<file path="config.mk">
export PLATFORM = sky130hd
export DESIGN_NAME = keypad_scanner
export DESIGN_NICKNAME = d
export VERILOG_FILES = /design/src/rtl/keypad_pkg.sv /design/src/rtl/keypad_sync.sv /design/src/rtl/keypad_scanner.sv
export SDC_FILE = /design/constraint.sdc
export NUM_CORES = 1
export LEC_CHECK = 0
export CAP_MARGIN = 15
export CORE_MARGIN = 1
export CORE_UTILIZATION = 54
export DETAILED_ROUTE_END_ITERATION = 6
export PLACE_DENSITY = 0.76
export SYNTH_ARGS = -nofsm -noshare
export SYNTH_HDL_FRONTEND = slang
export SYNTH_SLANG_ARGS = --single-unit
</file>
<file path="constraint.sdc">
create_clock -name CLK -period 2.87 [get_ports CLK]
set_input_delay 0.574 -clock CLK [delete_from_list [all_inputs] [get_ports CLK]]
set_output_delay 0.574 -clock CLK [all_outputs]
set_load 0.01 [all_outputs]
</file>
<file path="src/rtl/keypad_pkg.sv">
`timescale 1ns/1ps
`default_nettype none
// ============================================================================
//  Module   : keypad_pkg
//  Purpose  : Shared types and helpers for the 4x4 keypad scanner: FSM
//             state encoding, matrix geometry and snapshot decoders.
//  Revision : 1.0  initial release
// ============================================================================
package keypad_pkg;

   localparam int NUM_ROWS = 4;
   localparam int NUM_COLS = 4;
   localparam int NUM_KEYS = NUM_ROWS * NUM_COLS;

   typedef enum logic [1:0] {
      IDLE       = 2'd0,
      DB_PRESS   = 2'd1,
      PRESSED    = 2'd2,
      DB_RELEASE = 2'd3
   } state_t;

   // Returns {valid, code} of the lowest-index set bit.
   function automatic logic [4:0] encode_lowest(input logic [15:0] v);
      logic [4:0] res;
      res = 5'd0;
      for (int i = 15; i >= 0; i--) begin
         if (v[i]) res = {1'b1, 4'(i)};
      end
      return res;
   endfunction

   // True when more than one bit of the snapshot is set.
   function automatic logic popcount_gt1(input logic [15:0] v);
      return (v & (v - 16'd1)) != 16'd0;
   endfunction

endpackage
`default_nettype wire

</file>
<file path="src/rtl/keypad_sync.sv">
`timescale 1ns/1ps
`default_nettype none
// ============================================================================
//  Module   : keypad_sync
//  Purpose  : Parameterised-width two-flop synchroniser for the raw row
//             sense lines, cleared by the synchronous reset.
//  Revision : 1.0  initial release
// ============================================================================
module keypad_sync #(
   parameter int WIDTH = 4
) (
   input  logic             CLK,
   input  logic             RESET,
   input  logic [WIDTH-1:0] d_i,
   output logic [WIDTH-1:0] q_o
);

   logic [WIDTH-1:0] meta_q;
   logic [WIDTH-1:0] sync_q;

   // Two back-to-back flops give metastability time to resolve.
   always_ff @(posedge CLK) begin
      if (RESET) begin
         meta_q <= '0;
         sync_q <= '0;
      end else begin
         meta_q <= d_i;
         sync_q <= meta_q;
      end
   end

   assign q_o = sync_q;

endmodule
`default_nettype wire

</file>
<file path="src/rtl/keypad_scanner.sv">
`timescale 1ns/1ps
`default_nettype none
// ============================================================================
//  Module   : keypad_scanner
//  Purpose  : Scans a 4x4 active-high matrix keypad, debounces over whole
//             scans and emits one KEY_PRESS pulse per accepted press.
//  Options  : KEYPAD_MULTI_REJECT_EN - snapshots with more than one key
//             down decode as "no key".
//  Revision : 1.0  initial release
// ============================================================================
module keypad_scanner
   import keypad_pkg::*;
#(
   parameter int SCAN_DIV       = 4,
   parameter int DEBOUNCE_SCANS = 3
) (
   input  logic       CLK,
   input  logic       RESET,
   output logic [3:0] COL,
   input  logic [3:0] ROW,
   output logic [3:0] ITEM_CODE,
   output logic       KEY_PRESS,
   output logic       KEY_HELD
);

   localparam int DIV_W = (SCAN_DIV > 1) ? $clog2(SCAN_DIV) : 1;
   localparam int CNT_W = $clog2(DEBOUNCE_SCANS + 1);
   localparam logic [DIV_W-1:0] DIV_LAST = DIV_W'(SCAN_DIV - 1);
   localparam logic [CNT_W-1:0] CNT_DONE = CNT_W'(DEBOUNCE_SCANS);
   localparam logic [CNT_W-1:0] CNT_ONE  = CNT_W'(1);

   logic [3:0]          row_sync;
   logic [DIV_W-1:0]    div_q, div_d;
   logic [1:0]          col_q, col_d;
   logic [NUM_KEYS-1:0] snap_q, snap_d;
   state_t              state_q, state_d;
   logic [3:0]          cand_q, cand_d;
   logic [CNT_W-1:0]    cnt_q, cnt_d;
   logic [3:0]          item_q, item_d;
   logic                press_q, press_d;

   logic                w_last;
   logic                w_scan_end;
   logic [4:0]          w_enc;
   logic                w_key_valid;
   logic [3:0]          w_key;
   logic [CNT_W-1:0]    w_cnt_inc;

   keypad_sync #(.WIDTH(NUM_ROWS)) u_sync (
      .CLK   (CLK),
      .RESET (RESET),
      .d_i   (ROW),
      .q_o   (row_sync)
   );

   assign w_last     = (div_q == DIV_LAST);
   assign w_scan_end = w_last && (col_q == 2'd3);
   assign w_cnt_inc  = cnt_q + 1'b1;

   // Column dwell counter, column index and snapshot capture on the last dwell cycle.
   // snap_d already holds the column being sampled, so the decoder sees a full scan.
   always_comb begin
      div_d  = w_last ? '0 : div_q + 1'b1;
      col_d  = w_last ? col_q + 2'd1 : col_q;
      snap_d = snap_q;
      if (w_last) begin
         for (int r = 0; r < NUM_ROWS; r++) begin
            snap_d[{2'(r), col_q}] = row_sync[r];
         end
      end
   end

   assign w_enc = encode_lowest(snap_d);
   assign w_key = w_enc[3:0];
`ifdef KEYPAD_MULTI_REJECT_EN
   assign w_key_valid = w_enc[4] && !popcount_gt1(snap_d);
`else
   assign w_key_valid = w_enc[4];
`endif

   // Debounce FSM: advances only on scan-end, holds otherwise.
   always_comb begin
      state_d = state_q;
      cand_d  = cand_q;
      cnt_d   = cnt_q;
      item_d  = item_q;
      press_d = 1'b0;
      if (w_scan_end) begin
         case (state_q)
            IDLE: begin
               if (w_key_valid) begin
                  cand_d = w_key;
                  cnt_d  = CNT_ONE;
                  if (DEBOUNCE_SCANS == 1) begin
                     item_d  = w_key;
                     press_d = 1'b1;
                     state_d = PRESSED;
                  end else begin
                     state_d = DB_PRESS;
                  end
               end
            end
            DB_PRESS: begin
               if (w_key_valid && (w_key == cand_q)) begin
                  cnt_d = w_cnt_inc;
                  if (w_cnt_inc == CNT_DONE) begin
                     item_d  = cand_q;
                     press_d = 1'b1;
                     state_d = PRESSED;
                  end
               end else begin
                  state_d = IDLE;
               end
            end
            PRESSED: begin
               if (!snap_d[cand_q]) begin
                  cnt_d   = CNT_ONE;
                  state_d = (DEBOUNCE_SCANS == 1) ? IDLE : DB_RELEASE;
               end
            end
            DB_RELEASE: begin
               if (!snap_d[cand_q]) begin
                  cnt_d = w_cnt_inc;
                  if (w_cnt_inc == CNT_DONE) state_d = IDLE;
               end else begin
                  state_d = PRESSED;
               end
            end
            default: state_d = IDLE;
         endcase
      end
   end

   // State and datapath registers with synchronous reset.
   always_ff @(posedge CLK) begin
      if (RESET) begin
         div_q   <= '0;
         col_q   <= 2'd0;
         snap_q  <= '0;
         state_q <= IDLE;
         cand_q  <= 4'd0;
         cnt_q   <= '0;
         item_q  <= 4'd0;
         press_q <= 1'b0;
      end else begin
         div_q   <= div_d;
         col_q   <= col_d;
         snap_q  <= snap_d;
         state_q <= state_d;
         cand_q  <= cand_d;
         cnt_q   <= cnt_d;
         item_q  <= item_d;
         press_q <= press_d;
      end
   end

   assign COL       = 4'b0001 << col_q;
   assign ITEM_CODE = item_q;
   assign KEY_PRESS = press_q;
   assign KEY_HELD  = (state_q == PRESSED) || (state_q == DB_RELEASE);

endmodule
`default_nettype wire

</file>
==> results_dict.tcl <==
set metrics [dict create \
    grt_overflow 0 \
    synth_cell_types 68 \
    final_nets 313 \
    seq_power_share_pct 47.7 \
    p_per_area_nw_per_um2 394.5 \
    worstPathCellList "inv_2 -> ha_2 -> buf_6 -> a21bo_2 -> a221oi_1 -> o21ai_1 -> o221ai_2 -> or4_4 -> nand4_4 -> nor4_4 -> buf_4 -> mux2i_1 -> nor2_1" \
    dpl.hpwl_um 4659 \
    routedWlPerCell_um 18.58 \
    synth_common_cells "dfxtp_1, nor2_1, a21oi_1, mux2i_1, nor2b_1" \
    ioPinCount 16 \
    clkLatencyLatePin_ns 0.30 \
    drcViolationCount 0 \
    start_util_pct 57.61 \
    numCtsBuffers 5 \
    critPathRequiredTime_ns 3.05 \
    syn-cell-area_um2 2577 \
    area_growth_pct 21.99 \
    setup_viol 0 \
    clockBufferDepth 2 \
    finClkSkew_ns 0.01117 \
    switchingPower_uw 313.6 \
    yosysSeqAreaShare_pct 31.84 \
    reg2reg_from "col_q[0]" \
    yosysWarnings 0 \
    grt_pass1_vias 2093 \
    drt_iter0_drc 178 \
    synthCells 269 \
    synth_async_sr_flop_share_pct 0 \
    fmax_ghz 0.3548 \
    die_area_um2 5053 \
    cts_tree "built" \
    yosys.area.top_type "dfxtp_1" \
    ff2ff_setup_slack_ns 0.05 \
    routed-via-count 2257 \
    critPathCaptureType "flip-flop" \
    yosysTopAreaCellShare_pct 31.84 \
    cpPeakStageDelay_ns 0.39 \
    synth_edf_count 0 \
    swShare_pct 25.28 \
    final_util_pct 70.27 \
    yosys_most_used_dff "dfxtp_1" \
    relSlewSlack_pct 65.15 \
    path_max_fanout 15 \
    syn_avg_cell_area_um2 9.582 \
    fin_crit_sh_pct 98.20 \
    ant_nets 0 \
    synthTopCellsByArea "dfxtp_1, mux2i_1, nor2b_1" \
    cts_max_level 2 \
    maxCapViolations 0 \
    min_to "u_sync.q_o[3]" \
    power_leakage_uw 0.001170 \
    drive_above_1_share_pct 26.49 \
    critPathSlowestCell "dfxtp_4" \
    holdWs_ns 0.4423 \
    crit_path_start_kind "flip-flop" \
    worstHoldStart "u_sync.meta_q[3]" \
    fin_crit_ns 2.818 \
    grt_max_degree 22 \
    reg2reg_to "ITEM_CODE[2]" \
    p_clk_share_pct 37.8 \
    vdd_drop_max_v 0.0003976 \
    antenna_found_initial 0 \
    ys_ff_latch 41 \
    via_per_inst 6.376 \
    min_path_type "flip-flop to flip-flop" \
    arrival_ns 3.00 \
    dieWidth_um 71.09 \
    io_buffers 15 \
    reg2reg_depth 13 \
    outcome "completed" \
    whs_path_depth 1 \
    slew_viol_final 0 \
    clock-sinks 41 \
    routabilityCongestion 0.9360 \
    final_hold_viol_count 0 \
    rsz0062_at_grt "yes" \
    drt-pass1-iter-count 5 \
    wirelength_um 6578 \
    grt_usage_pct 26.07 \
    antenna_cells 0 \
    fp.dieH_um 71.09 \
    rows 24 \
    path_class "flip-flop to flip-flop" \
    core_um2 4474 \
    cts_root_buf "clkbuf_8" \
    cts.clk_slew.worst_paths_ns 0.09 \
    p_int_uw 926.8 \
    grt_pass1_wl_um 10200 \
    combPwrFrac_pct 14.5 \
    synth.most_common_cell "dfxtp_1" \
    tightest_slew_ns 0.5081 \
    syn_nets 281 \
]
-- flip-flops by register name, summed over array words and instances (netlist names) --
signal	count
col_q	2
u_sync.meta_q	4
cand_q	4
ITEM_CODE	4
KEY_PRESS	1
u_sync.q_o	4
state_q	2
snap_q	16
cnt_q	2
div_q	2
-- how the worst max path moves through the flow --
stage,from,endpoint,slack (ns),depth (start not counted)
CTS,col_q[1],ITEM_CODE[3],0.007,12
global route,col_q[0],ITEM_CODE[3],-0.10,13
floorplan,col_q[0],ITEM_CODE[0],0.11,11
detailed placement,col_q[0],ITEM_CODE[3],-0.08,11
finish,col_q[0],ITEM_CODE[2],0.05,13
global placement,col_q[0],ITEM_CODE[0],-0.03,11
-- critical path: cells and delay by family (launching register included) --
family / cells / cell delay (ns)
and+or+nand+nor: 4 / 0.66
muxes: 1 / 0.18
AOI/OAI and AO/OA: 4 / 0.85
DFF: 1 / 0.39
adders and majority gates: 1 / 0.20
buffers and inverters: 3 / 0.40
-- layout by cell type (no fill, tap or decap), types with 3 or more instances in the layout --
master / synthesis / layout
o21ai_0: 3 / 3
nand3_1: 4 / 3
mux2i_1: 19 / 18
mux4_2: 4 / 4
nor2_1: 26 / 26
nor2b_1: 17 / 17
or3_1: 3 / 3
dfxtp_1: 41 / 39
mux2_2: 4 / 4
a21oi_2: 1 / 3
nor3_1: 7 / 7
a211o_1: 3 / 3
nand2b_1: 14 / 14
and3_1: 4 / 4
buf_4: 1 / 23
ha_4: 0 / 3
a21oi_1: 20 / 18
clkdlybuf4s50_1: 0 / 15
inv_1: 8 / 6
o32ai_1: 4 / 4
clkbuf_8: 0 / 5
nand2_1: 6 / 6
o32a_1: 4 / 4
-- power by group through the flow --
stage	clock, uW	combinational, uW	sequential (uW)
3_5_place_dp	0	161	603
4_1_cts	484	162	589
5_1_grt	509	194	593
3_3_place_gp	0	158	602
6_report	469	180	592
2_1_floorplan	0	119	599
-- stage by stage --
| stage | cells | cell area (um^2) | worst slack, ns | total power, uW | setup TNS (ns) |
|---|---|---|---|---|---|
| after floorplan | 269 | 2577 | 0.1139 | 718.1 | 0 |
| after global placement | 341 | 2845 | -0.03460 | 759.8 | -0.1285 |
| after detailed placement | 341 | 2845 | -0.08391 | 763.4 | -0.3120 |
| after CTS | 349 | 2964 | 0.006622 | 1236 | 0 |
| after global routing | 354 | 3144 | -0.1036 | 1296 | -0.4212 |
| final | 354 | 3144 | 0.05176 | 1240 | 0 |
-- timing repair --
action | 4_1_cts | 5_1_grt
pin swaps | 1 | 15
endpoints found under the setup margin | 6 | 9
gates resized for setup | 2 | 27
setup buffers | 0 | 5
hold buffers | 0 | 0
gates cloned | 0 | 0
-- layer usage --
layer  track usage, %  share of wire (%)  wire length, um  up-vias
li1                 -                  -                -     1061
met1            36.19                 44             2880     1079
met2            39.42                 48             3130      104
met3            4.701                6.9              455       13
met4            12.22                1.7              112        0
met5                0                  0                0        -
-- kinds of logic (layout without fill, tap and decap cells) --
| kind of cell | Yosys count | after routing | synth area share (%) |
|---|---|---|---|
| AND/OR/NAND/NOR | 103 | 103 | 24.27 |
| AO/OA/AOI/OAI | 67 | 67 | 22.04 |
| flip-flops | 41 | 41 | 31.84 |
| multiplexers | 29 | 29 | 13.93 |
| buffers and inverters | 22 | 55 | 4.660 |
| adder cells (fa/ha/maj) | 6 | 6 | 2.913 |
| XOR/XNOR | 1 | 1 | 0.3399 |
-- layout make-up --
type,count,area (um^2)
Multi-Input combinational cell,206,1772
Fill cell,324,1330
Sequential cell,41,828.3
Timing Repair Buffer,39,334.1
Clock buffer,5,68.82
Tap cell,52,65.06
Clock inverter,3,46.29
Inverter,8,30.03
Power figures use the tool's default switching activity.
